$ cat config.mk
export PLATFORM = sky130hd
export DESIGN_NAME = cache_ctrl_fsm
export DESIGN_NICKNAME = d
export VERILOG_FILES = /design/src/rtl/cache_pkg.sv /design/src/rtl/cache_perf_cnt.sv /design/src/rtl/cache_ctrl_fsm.sv
export SDC_FILE = /design/constraint.sdc
export NUM_CORES = 1
export LEC_CHECK = 0
export CAP_MARGIN = 20
export CORE_ASPECT_RATIO = 1.2
export CORE_MARGIN = 4
export CORE_UTILIZATION = 30
export CTS_CLUSTER_DIAMETER = 40
export DETAILED_ROUTE_END_ITERATION = 8
export SETUP_SLACK_MARGIN = 0.05
export SYNTH_ARGS = -nofsm -noshare
export SYNTH_HDL_FRONTEND = slang
export SYNTH_HIERARCHICAL = 1
export SYNTH_SLANG_ARGS = --single-unit
$ cat constraint.sdc
create_clock -name clk -period 5.2 [get_ports clk]
set_input_delay 1.04 -clock clk [delete_from_list [all_inputs] [get_ports clk]]
set_output_delay 1.04 -clock clk [all_outputs]
set_load 0.02 [all_outputs]
$ cat src/rtl/cache_pkg.sv
// Shared definitions for the cache: data-array replace opcodes, controller
// states and the address field split derived from the default geometry.
package cache_pkg;

    localparam int DATA_SIZE_DEF  = 32;
    localparam int BLOCK_SIZE_DEF = 6;
    localparam int INDEX_SIZE_DEF = 7;
    localparam int TAG_SIZE_DEF   = 17;

    localparam int ADDR_W    = TAG_SIZE_DEF + INDEX_SIZE_DEF + BLOCK_SIZE_DEF + 2;
    localparam int BLOCK_LSB = 2;
    localparam int INDEX_LSB = BLOCK_LSB + BLOCK_SIZE_DEF;
    localparam int TAG_LSB   = INDEX_LSB + INDEX_SIZE_DEF;

    typedef enum logic [2:0] {
        OP_CLR     = 3'b000,
        OP_WR_HIT  = 3'b001,
        OP_RD      = 3'b010,
        OP_FILL_WR = 3'b011,
        OP_FILL_RD = 3'b100,
        OP_WB      = 3'b101,
        OP_NOP     = 3'b110
    } replace_op_e;

    typedef enum logic [3:0] {
        S_IDLE,
        S_LOOKUP,
        S_HIT_RD,
        S_HIT_WR,
        S_WB_CAP,
        S_WB_WAIT,
        S_FILL,
        S_UPDATE,
        S_RESP
    } ctrl_state_e;

    // Increment that sticks at all-ones instead of wrapping.
    function automatic logic [31:0] sat_inc(input logic [31:0] value);
        return (&value) ? value : value + 32'd1;
    endfunction

endpackage

$ cat src/rtl/cache_perf_cnt.sv
// Three saturating 32-bit event counters (hits, misses, writebacks).
module cache_perf_cnt
    import cache_pkg::*;
(
    input  logic        clk,
    input  logic        rst,
    input  logic        inc_hit,
    input  logic        inc_miss,
    input  logic        inc_wb,
    output logic [31:0] perf_hits,
    output logic [31:0] perf_misses,
    output logic [31:0] perf_wbs
);

    // Count events, clearing on reset and holding at all-ones.
    always_ff @(posedge clk) begin
        if (rst) begin
            perf_hits   <= '0;
            perf_misses <= '0;
            perf_wbs    <= '0;
        end else begin
            if (inc_hit)  perf_hits   <= sat_inc(perf_hits);
            if (inc_miss) perf_misses <= sat_inc(perf_misses);
            if (inc_wb)   perf_wbs    <= sat_inc(perf_wbs);
        end
    end

endmodule

$ cat src/rtl/cache_ctrl_fsm.sv
// Single-requester cache controller: latches one load/store, checks the tag
// array, and sequences the data array through hit, writeback and refill steps
// while handshaking line transfers with the memory master.
// Optional performance counters are built when CACHE_CTRL_PERF_EN is defined.
module cache_ctrl_fsm
    import cache_pkg::*;
#(
    parameter int DATA_SIZE  = 32,
    parameter int BLOCK_SIZE = 6,
    parameter int INDEX_SIZE = 7,
    parameter int TAG_SIZE   = 17
) (
    input  logic                                        clk,
    input  logic                                        rst,
    input  logic                                        cpu_req_valid,
    output logic                                        cpu_req_ready,
    input  logic                                        cpu_req_we,
    input  logic [TAG_SIZE+INDEX_SIZE+BLOCK_SIZE+1:0]   cpu_req_addr,
    input  logic [DATA_SIZE-1:0]                        cpu_req_wdata,
    output logic                                        cpu_resp_valid,
    output logic [DATA_SIZE-1:0]                        cpu_rdata,
    input  logic                                        tag_hit,
    input  logic                                        tag_dirty,
    output logic                                        tag_update,
    output logic                                        tag_set_dirty,
    output logic                                        tag_clr,
    output logic [2:0]                                  da_replace,
    output logic [INDEX_SIZE-1:0]                       da_index,
    output logic [BLOCK_SIZE-1:0]                       da_block,
    output logic [TAG_SIZE-1:0]                         da_tag,
    output logic [DATA_SIZE-1:0]                        da_wdata,
    input  logic [DATA_SIZE-1:0]                        da_rdata,
    output logic                                        mem_rd_req,
    output logic                                        mem_wr_req,
    input  logic                                        mem_ack
`ifdef CACHE_CTRL_PERF_EN
    ,
    output logic [31:0]                                 perf_hits,
    output logic [31:0]                                 perf_misses,
    output logic [31:0]                                 perf_wbs
`endif
);

    localparam int IDX_LSB = 2 + BLOCK_SIZE;
    localparam int TG_LSB  = IDX_LSB + INDEX_SIZE;

    ctrl_state_e            state;
    ctrl_state_e            state_next;
    replace_op_e            op;
    logic                   accept;
    logic                   we_q;
    logic [INDEX_SIZE-1:0]  index_q;
    logic [BLOCK_SIZE-1:0]  block_q;
    logic [TAG_SIZE-1:0]    tag_q;
    logic [DATA_SIZE-1:0]   wdata_q;
    logic [DATA_SIZE-1:0]   rdata_q;
    logic                   unused_addr_lsb;

    // Byte-within-word bits carry no meaning for word accesses.
    assign unused_addr_lsb = ^cpu_req_addr[1:0];

    assign accept = (state == S_IDLE) && cpu_req_valid && !rst;

    // State register; reset from any state returns to IDLE.
    always_ff @(posedge clk) begin
        if (rst) state <= S_IDLE;
        else     state <= state_next;
    end

    // Request latch, loaded on the accept cycle and held until the response.
    always_ff @(posedge clk) begin
        if (accept) begin
            we_q    <= cpu_req_we;
            index_q <= cpu_req_addr[TG_LSB-1:IDX_LSB];
            block_q <= cpu_req_addr[IDX_LSB-1:2];
            tag_q   <= cpu_req_addr[TG_LSB+TAG_SIZE-1:TG_LSB];
            wdata_q <= cpu_req_wdata;
        end
    end

    // Load data captured while the array presents the addressed word.
    always_ff @(posedge clk) begin
        if (rst)                    rdata_q <= '0;
        else if (state == S_HIT_RD) rdata_q <= da_rdata;
    end

    // Next-state and output decode; reset forces the array clear and idles everything else.
    always_comb begin
        state_next     = state;
        op             = OP_NOP;
        cpu_req_ready  = 1'b0;
        cpu_resp_valid = 1'b0;
        tag_update     = 1'b0;
        tag_set_dirty  = 1'b0;
        tag_clr        = 1'b0;
        mem_rd_req     = 1'b0;
        mem_wr_req     = 1'b0;
        cpu_rdata      = rdata_q;
        da_index       = index_q;
        da_block       = block_q;
        da_tag         = tag_q;
        da_wdata       = wdata_q;

        case (state)
            S_IDLE: begin
                cpu_req_ready = 1'b1;
                if (cpu_req_valid) state_next = S_LOOKUP;
            end
            S_LOOKUP: begin
                if (tag_hit)        state_next = we_q ? S_HIT_WR : S_HIT_RD;
                else if (tag_dirty) state_next = S_WB_CAP;
                else                state_next = S_FILL;
            end
            S_HIT_RD: begin
                op         = OP_RD;
                state_next = S_RESP;
            end
            S_HIT_WR: begin
                op            = OP_WR_HIT;
                tag_set_dirty = 1'b1;
                state_next    = S_RESP;
            end
            S_WB_CAP: begin
                op         = OP_WB;
                state_next = S_WB_WAIT;
            end
            S_WB_WAIT: begin
                mem_wr_req = 1'b1;
                if (mem_ack) state_next = S_FILL;
            end
            S_FILL: begin
                mem_rd_req = 1'b1;
                if (mem_ack) state_next = S_UPDATE;
            end
            S_UPDATE: begin
                op            = we_q ? OP_FILL_WR : OP_FILL_RD;
                tag_update    = 1'b1;
                tag_set_dirty = we_q;
                // A refilled load re-reads its word through the normal hit path.
                state_next    = we_q ? S_RESP : S_HIT_RD;
            end
            S_RESP: begin
                cpu_resp_valid = 1'b1;
                state_next     = S_IDLE;
            end
            default: state_next = S_IDLE;
        endcase

        if (rst) begin
            state_next     = S_IDLE;
            op             = OP_CLR;
            cpu_req_ready  = 1'b0;
            cpu_resp_valid = 1'b0;
            tag_update     = 1'b0;
            tag_set_dirty  = 1'b0;
            tag_clr        = 1'b1;
            mem_rd_req     = 1'b0;
            mem_wr_req     = 1'b0;
            cpu_rdata      = '0;
            da_index       = '0;
            da_block       = '0;
            da_tag         = '0;
            da_wdata       = '0;
        end
    end

    assign da_replace = op;

`ifdef CACHE_CTRL_PERF_EN
    cache_perf_cnt u_perf (
        .clk         (clk),
        .rst         (rst),
        .inc_hit     ((state == S_LOOKUP) && tag_hit),
        .inc_miss    ((state == S_LOOKUP) && !tag_hit),
        .inc_wb      (state == S_WB_CAP),
        .perf_hits   (perf_hits),
        .perf_misses (perf_misses),
        .perf_wbs    (perf_wbs)
    );
`endif

endmodule

==> results of run 1 <==
## layer usage
layer,up-vias,GRT usage (%),wire [um]
met2,127,24.5,5550
met4,0,5.14,157
met5,-,0,0
li1,1589,-,-
met3,12,4.93,1080
met1,1463,17.5,4780
## cell usage after synthesis, drive strengths merged
cell type | count | area [sq um]
a21oi | 36 | 180
nand3 | 2 | 10.0
or2b | 1 | 7.51
nor2 | 8 | 30.0
nor2b | 94 | 588
o21ai | 1 | 5.00
dfxtp | 36 | 721
xor2 | 1 | 8.76
nor3b | 1 | 7.51
nor3 | 5 | 36.3
a21boi | 1 | 7.51
inv | 4 | 15.0
a221oi | 1 | 8.76
a21o | 2 | 17.5
clkbuf | 11 | 41.3
nand2b | 2 | 20.0
nand2 | 71 | 267
or4 | 1 | 7.51
and3 | 1 | 6.26
buf | 15 | 96.3
o21bai | 1 | 7.51
or2 | 1 | 6.26
and2 | 1 | 6.26
edfxtp | 63 | 1890
o2111ai | 2 | 17.5
a31oi | 1 | 6.26
a22oi | 1 | 7.51
## critical path, delay by kind of cell
family | cells | cell delay (ps)
and+or+nand+nor | 1 | 130
buffers and inverters | 3 | 1540
## layout make-up
class | count | area, sq um
multi-input cells | 235 | 1260
inverters | 4 | 15.0
repair buffers | 209 | 2080
fillers | 1276 | 6730
clock buffers | 12 | 246
well taps | 168 | 210
flip-flops and latches | 99 | 2610
clock inverters | 4 | 26.3
## cells by family (layout without fill, tap and decap cells)
| logic type | Yosys count | in the layout | share of synthesized area [%] |
|---|---|---|---|
| AND/OR/NAND/NOR | 188 | 188 | 24.7 |
| flip-flops | 99 | 99 | 64.9 |
| AO/OA/AOI/OAI | 46 | 46 | 6.41 |
| buffers and inverters | 30 | 229 | 3.79 |
| XOR/XNOR | 1 | 1 | 0.218 |
## state kept, by name, summed over array words and instances, names as in the netlist
signal and cells:
block_q 6, index_q 7, state 4, we_q 1, tag_q 17, wdata_q 32, rdata_q 32
## worst max-delay path by stage
stage	start	depth (start not counted)	slack [ps]	to
2_1_floorplan	rst	4	1290	block_q[0]
4_1_cts	rst	4	1370	da_block[0]
5_1_grt	rst	4	1250	cpu_rdata[11]
6_report	rst	4	1390	da_block[0]
3_5_place_dp	rst	4	1370	da_block[0]
3_3_place_gp	rst	4	1400	da_block[0]
## power groups by stage
stage | Sequential (W) | Combinational [W] | Clock, W
after floorplan | 0.000961 | 0.000254 | 0
after global placement | 0.000979 | 0.000433 | 0
after detailed placement | 0.000983 | 0.000443 | 0
after CTS | 0.000966 | 0.000445 | 0.000637
after global routing | 0.000972 | 0.000472 | 0.000670
final | 0.000965 | 0.000436 | 0.000612
## metrics by stage
stage / std cells / area (sq um) / hold WS (ps) / setup WS (ps)
5_1_grt: 731 / 6450 / 470 / 1250
3_5_place_dp: 715 / 6180 / 442 / 1370
4_1_cts: 731 / 6450 / 451 / 1370
2_1_floorplan: 364 / 4020 / 432 / 1290
3_3_place_gp: 714 / 6170 / 437 / 1400
6_report: 731 / 6450 / 449 / 1390
==> metrics.txt, run 1 <==
via count 3191; Routability Congestion 0.863; # rows 46; gr usage total 14.6%; clock skew approximately 6.3 ps; DR iter-0 viols 107; total length of routed wires 11.6 mm; worst endpoint required time 4160 ps; total overflow reported by the global router 0; measured slew at the worst slew-check pin 717 ps; Worst-Skew Late Latency 340 ps; crit path time final 3810 ps; Detailed Routing Iterations Pass 1 4; switch share between 20% and 30%; Seq/Total Area, Yosys 64.9%; Tcrit/Tclk final between 70% and 80%; most frequent cells in the layout clkdlybuf4s50_1 (203), nor2b_1 (94), nand2_1 (71), edfxtp_1 (63); I/O pin total 207; Reg clk slew, reported paths 60 ps; Pwr Total between 0.002 and 0.0025 W; WHS Path Cells 2; average wire per standard cell 15.8 um; slowest cell on the critical path clkdlybuf4s50_1; WS Path Type in -> out; largest net degree at the start of global routing between 60 and 70; setup tns final 0 ps; CTS Buffer Depth 2; vias per inst 4.37; Util after Layout 49.0%; delay of the slowest critical-path stage 560 ps; R2R Path Start state[1]; first-pass GRT wire length 17.1 mm; # diodes 0; Slew headroom 52.2%; Initial Utilization between 30% and 40%; Max-Cap Viols 0; status completed; number of global-route vias before repair between 3000 and 4000; Setup Fix Bufs, Post-CTS 0; Sinks on Clock Net 99; die area 0.0153 sq mm; Max FO, Critical Path 62; TritonCTS clock tree yes; Layout area overhead 60.4%; Hold-fix buffers, CTS 0; Post-CTS Resized 0; RSZ-0062 raised after global routing no; die span in y 135 um; Psw 0.000531 W; worst hold-check path type reg -> reg; YS warnings 6; Reg power frac 47.9%; IO buf count between 200 and 250; Comb pwr share 21.6%; final hold vios 0; core area 0.0132 sq mm; Worst Reg-to-Reg Cells 5; Cells after Synth 364; synthesized area 0.00402 sq mm; Setup violations, final 0; Cell variety after synth 33; worst vdd ir 0.162 mV; hold_sp rdata_q[21]; Worst setup SP type input pin; pwr dens 312 mW/mm^2; Max Transition Viols Final 0; flops & latches, synth 99; leading cell type in the layout, fill and taps excluded clkdlybuf4s50_1; TritonCTS buffer count 9; Fmax roughly 0.26 GHz; H-tree depth 3; Pleak 2.17 nW; Worst Path Arrival approximately 2800 ps; P_int 0.00148 W; DPL Wire Length 8.57 mm; Avg Cell Area, Syn 11.1 sq um; syn nets 467; register-to-register setup slack 2660 ps; Residual DRC 0; crit-path cells buf_4 -> buf_4 -> nor2b_1 -> clkdlybuf4s50_1; CP dominant cell by count buf_4; clock share of power 30.4%; DIE WIDTH 114 um; WHS Endpoint rdata_q[21]; Worst Setup End Kind primary output; fraction of layout cells with a size suffix above 1 4.62%; Root Driver clkbuf_16; worst r2r dst tag_q[6]; antenna-violating nets left 0; Layout Nets 661; initial antenna violation count 0
No activity file was read; power rests on OpenSTA's default activity.
==> inputs of run 2 (changes only) <==
==> constraint.sdc (replaced) <==
create_clock -name clk -period 3.8 [get_ports clk]
set_input_delay 0.76 -clock clk [delete_from_list [all_inputs] [get_ports clk]]
set_output_delay 0.76 -clock clk [all_outputs]
set_load 0.02 [all_outputs]
==> metrics.txt, run 2 (same netlist as run 1, synthesis figures left out) <==
DPL Wire Length 8.74 mm (was 8.57 mm); Max-Cap Viols 0 (unchanged); Fmax 0.333 GHz; Slew headroom 61.7% (was 52.2%); placed inst area 0.00623 sq mm (was 0.00618 sq mm); gr busiest metal met2 (unchanged); crit path time final 3010 ps; Tcrit/Tclk final 79.1%; CP dominant cell by count buf_4 (unchanged); RSZ-0062 raised after global routing no (unchanged); Worst Path Arrival 2250 ps (was 2770 ps); Reg power frac 45.5% (was 47.9%); # rows 46 (unchanged); Root Driver clkbuf_16 (unchanged); via count 3224 (was 3191); Psw 0.000744 W (was 0.000531 W); Max FO, Critical Path 53 (was 62); fraction of layout cells with a size suffix above 1 4.96% (was 4.62%); most frequent cells in the layout clkdlybuf4s50_1 (203), nor2b_1 (94), nand2_1 (71), edfxtp_1 (63) (unchanged); final setup margin 793 ps (was 1390 ps); Setup violations, final 0 (unchanged); IO buf count 204 (unchanged); die area 0.0153 sq mm (unchanged); worst endpoint required time 3040 ps (was 4160 ps); worst vdd ir 0.175 mV (was 0.162 mV); Setup Fix Bufs, Post-CTS 0 (unchanged); pwr dens 442 mW/mm^2 (was 312 mW/mm^2); gr usage total 14.8% (was 14.6%); worst hold-check path type reg -> reg (unchanged); average wire per standard cell 15.8 um (about the same); Detailed Routing Iterations Pass 1 4 (unchanged); leading cell type in the layout, fill and taps excluded clkdlybuf4s50_1 (unchanged); initial antenna violation count 0 (unchanged); total length of routed wires 11.6 mm (about the same); clock share of power 33.4% (was 30.4%); Register Area 0.00261 sq mm (unchanged); Util after Layout 49.7% (was 49.0%); first-pass GRT wire length 17.3 mm (was 17.1 mm); final hold vios 0 (unchanged); vias per inst 4.40 (was 4.37); Initial Utilization 30.5% (unchanged); Max Transition Viols Final 0 (unchanged); Worst Setup End Kind primary output (unchanged); TritonCTS clock tree yes (unchanged); Layout area overhead 62.8% (was 60.4%); die span in y 135 um (unchanged); Largest regs rdata_q: 32 flops, wdata_q: 32 flops, tag_q: 17 flops (unchanged); DIE WIDTH 114 um (unchanged); Worst-Skew Late Latency 340 ps (about the same); register-to-register setup slack 1850 ps (was 2660 ps); DR iter-0 viols 157 (was 107); setup tns final 0 ps (unchanged); Post-CTS Resized 0 (unchanged); status completed (unchanged); Sinks on Clock Net 99 (unchanged); delay of the slowest critical-path stage 560 ps (about the same); Hold-fix buffers, CTS 0 (unchanged); core area 0.0132 sq mm (unchanged); Pwr Total 0.00290 W (was 0.00201 W); WS Path Type in -> out (unchanged); multi-input logic area 0.00126 sq mm (unchanged); clock skew 5.03 ps (was 6.27 ps); met1 usage 17.3% (was 17.5%); measured slew at the worst slew-check pin 574 ps (was 717 ps); pre-CTS setup slack 787 ps (was 1370 ps); TritonCTS buffer count 9 (unchanged); Comb pwr share 21.1% (was 21.6%); number of global-route vias before repair 3116 (was 3103); Layout Nets 663 (was 661); largest net degree at the start of global routing 54 (was 63); Reg clk slew, reported paths 60 ps (about the same); I/O pin total 207 (unchanged); slowest cell on the critical path clkdlybuf4s50_1 (unchanged); CTS Buffer Depth 2 (unchanged); GR Util met2 24.7% (was 24.5%); fin area 0.00655 sq mm (was 0.00645 sq mm); P_int 0.00215 W (was 0.00148 W); switch share 25.7% (was 26.4%); fill count 1268 (was 1276); # diodes 0 (unchanged); H-tree depth 3 (unchanged); Pleak 2.21 nW (was 2.17 nW); total overflow reported by the global router 0 (unchanged); antenna-violating nets left 0 (unchanged); Residual DRC 0 (unchanged); met3 GRT Util 4.66% (was 4.93%); Worst setup SP type input pin (unchanged); crit-path cells buf_4 -> buf_4 -> nor2b_1 -> clkdlybuf4s50_1 (unchanged); Routability Congestion 0.866 (was 0.863)
run 2: cell types whose count changed in the layout (fill, tap and decap cells not counted), sizes merged:
cell / change
buf: +2
bufinv: +2
clkbuf: -2
run 2: path summary, 6_finish.rpt:
path	start	cells past startpoint	end
setup / recovery	rst	4	da_wdata[5]
hold / removal	rdata_q[13]	2	rdata_q[13]
hold reg to reg	rdata_q[13]	2	rdata_q[13]
setup reg to reg	state[1]	5	wdata_q[29]
run 2: metal layers:
| metal | wire length, um | share of wire, % |
|---|---|---|
| met3 | 1050 | 9.1 |
| met1 | 4700 | 41 |
| met4 | 239 | 2.1 |
| met5 | 0 | 0 |
| met2 | 5580 | 48 |
run 2: layout make-up:
type	count	share of cell area, %
Multi-Input combinational cell	235	19.2
Clock buffer	10	3.49
Clock inverter	6	1.36
Timing Repair Buffer	211	32.6
Sequential cell	99	39.9
Tap cell	168	3.21
Inverter	4	0.229
run 2: power by group through the flow:
| stage | clock network, W | registers (W) | logic, W |
|---|---|---|---|
| 6_report | 0.000968 | 0.00132 | 0.000610 |
| 5_1_grt | 0.00104 | 0.00133 | 0.000660 |
| 3_3_place_gp | 0 | 0.00134 | 0.000603 |
| 4_1_cts | 0.000997 | 0.00132 | 0.000622 |
| 3_5_place_dp | 0 | 0.00134 | 0.000618 |
| 2_1_floorplan | 0 | 0.00131 | 0.000348 |
run 2: worst max-delay path, delay by kind of cell:
kind	cells	cell delay (ps)
buffers and inverters	3	1380
and+or+nand+nor	1	80
run 2: through the flow:
| stage | hold slack, ps | instances |
|---|---|---|
| floorplan | 432 | 364 |
| global placement | 438 | 716 |
| detailed placement | 443 | 717 |
| CTS | 452 | 733 |
| global route | 464 | 733 |
| finish | 450 | 733 |
==> inputs of run 3 (changes only) <==
==> constraint.sdc (replaced) <==
create_clock -name clk -period 3.1 [get_ports clk]
set_input_delay 0.62 -clock clk [delete_from_list [all_inputs] [get_ports clk]]
set_output_delay 0.62 -clock clk [all_outputs]
set_load 0.02 [all_outputs]
==> metrics.txt, run 3 (same netlist as run 1, synthesis figures left out) <==
die span in y 135 um (unchanged); Detailed Routing Iterations Pass 1 4 (unchanged); hold_sp rdata_q[0] (was rdata_q[13]); crit-path cells nand2_1 -> o21bai_1 -> a21boi_0 -> clkdlybuf4s50_1 (was buf_4 -> buf_4 -> nor2b_1 -> clkdlybuf4s50_1); Largest regs rdata_q: 32 flops, wdata_q: 32 flops, tag_q: 17 flops (unchanged); Max FO, Critical Path 10 (was 53); measured slew at the worst slew-check pin 575 ps (was 574 ps); Pwr Total 0.00342 W (was 0.00290 W); DIE WIDTH 114 um (unchanged); TritonCTS clock tree yes (unchanged); largest net degree at the start of global routing 54 (unchanged); delay of the slowest critical-path stage 640 ps (was 560 ps); RSZ-0062 raised after global routing no (unchanged); gr usage total 14.5% (was 14.8%); Util after Layout 49.3% (was 49.7%); Pleak 2.19 nW (was 2.21 nW); Fmax 0.364 GHz; Residual DRC 0 (unchanged); WHS Endpoint rdata_q[0] (was rdata_q[13]); most frequent cells in the layout clkdlybuf4s50_1 (203), nor2b_1 (94), nand2_1 (71), edfxtp_1 (63) (unchanged); Sinks on Clock Net 99 (unchanged); Worst setup SP type register (was input pin); die area 0.0153 sq mm (unchanged); IO buf count 204 (unchanged); Max Transition Viols Final 0 (unchanged); worst r2r dst wdata_q[6] (was wdata_q[29]); antenna-violating nets left 0 (unchanged); R2R Path Start state[1] (unchanged); register-to-register setup slack 1080 ps (was 1850 ps); total overflow reported by the global router 0 (unchanged); worst vdd ir 0.279 mV (was 0.175 mV); vias per inst 4.40 (about the same); I/O pin total 207 (unchanged); total length of routed wires 11.3 mm (was 11.6 mm); TritonCTS buffer count 9 (unchanged); Worst Reg-to-Reg Cells 5 (unchanged); number of global-route vias before repair 3252 (was 3116); Worst Setup SP state[1] (was rst); core area 0.0132 sq mm (unchanged); initial antenna violation count 0 (unchanged); via count 3225 (was 3224); final hold vios 0 (unchanged); # diodes 0 (unchanged); leading cell type in the layout, fill and taps excluded clkdlybuf4s50_1 (unchanged); Setup violations, final 0 (unchanged); fraction of layout cells with a size suffix above 1 5.31% (was 4.96%); Slew headroom 61.7% (about the same); Setup Fix Bufs, Post-CTS 0 (unchanged); average wire per standard cell 15.4 um (was 15.8 um); worst hold-check path type reg -> reg (unchanged); WHS Path Cells 2 (unchanged); slowest cell on the critical path clkdlybuf4s50_1 (unchanged); Worst Path Arrival 2120 ps (was 2250 ps); DR iter-0 viols 96 (was 157); H-tree depth 3 (unchanged); Layout Nets 663 (unchanged); worst endpoint required time 2480 ps (was 3040 ps); CTS Buffer Depth 2 (unchanged); WS Path Type reg -> out (was in -> out); Worst Setup End Kind primary output (unchanged); Routability Congestion 0.829 (was 0.866); first-pass GRT wire length 17.4 mm (was 17.3 mm); Reg clk slew, reported paths 70 ps (was 60 ps); Initial Utilization 30.5% (unchanged); setup tns final 0 ps (unchanged); clock skew 4.88 ps (was 5.03 ps); Root Driver clkbuf_16 (unchanged); Hold-fix buffers, CTS 0 (unchanged); crit path time final approximately 2700 ps; Tcrit/Tclk final a little under 90%; Post-CTS Resized 0 (unchanged); Layout area overhead 61.6% (was 62.8%); DPL Wire Length 8.51 mm (was 8.74 mm); status completed (unchanged); # rows 46 (unchanged); pwr dens 526 mW/mm^2 (was 442 mW/mm^2); Worst-Skew Late Latency 340 ps (about the same); Max-Cap Viols 0 (unchanged)
[run 3: metrics by stage]
step	instance area [sq um]	hold WS, ps	worst slack [ps]	instances
floorplan	4030	432	268	364
global placement	6210	438	570	717
detailed placement	6210	442	551	717
CTS	6500	452	332	733
global route	6500	468	198	733
finish	6500	450	355	733
[run 3: layout make-up]
cell class / count / area (sq um)
clock buffer: 9 / 225
clock inverter: 7 / 61.3
timing repair buffer: 211 / 2120
fill: 1216 / 6680
inverter: 4 / 15.0
tap: 168 / 210
sequential: 99 / 2610
multi-input combinational: 235 / 1260
[run 3: critical path: cells and delay by family (launching register included)]
| kind | cells | cell delay, ps |
|---|---|---|
| buf+inv | 1 | 640 |
| flops | 1 | 580 |
| compound gates | 2 | 380 |
| simple gates | 1 | 190 |
[run 3: how the worst max path moves through the flow]
stage | end | slack (ps) | cells past startpoint
5_1_grt | da_replace[0] | 200 | 4
3_3_place_gp | cpu_rdata[0] | 570 | 4
4_1_cts | da_replace[0] | 330 | 4
3_5_place_dp | cpu_rdata[0] | 550 | 4
2_1_floorplan | block_q[0] | 270 | 4
6_report | da_replace[0] | 360 | 4
[run 3: where the power goes]
part	internal, W	leakage, nW	switching, W	total, W
combinational	0.000369	1.18	0.000367	0.000737
clock	0.000558	0.139	0.000507	0.00107
sequential	0.00155	0.871	0.0000645	0.00162
total	0.00248	2.19	0.000939	0.00342
[run 3: per-layer routing]
metal	share of wire, %	track usage [%]	up-vias	wire [um]
met5	0	0	-	0
met1	40	17.3	1478	4510
li1	-	-	1598	-
met2	49	24.5	143	5490
met3	11	5.65	6	1210
met4	0.90	3.81	0	102
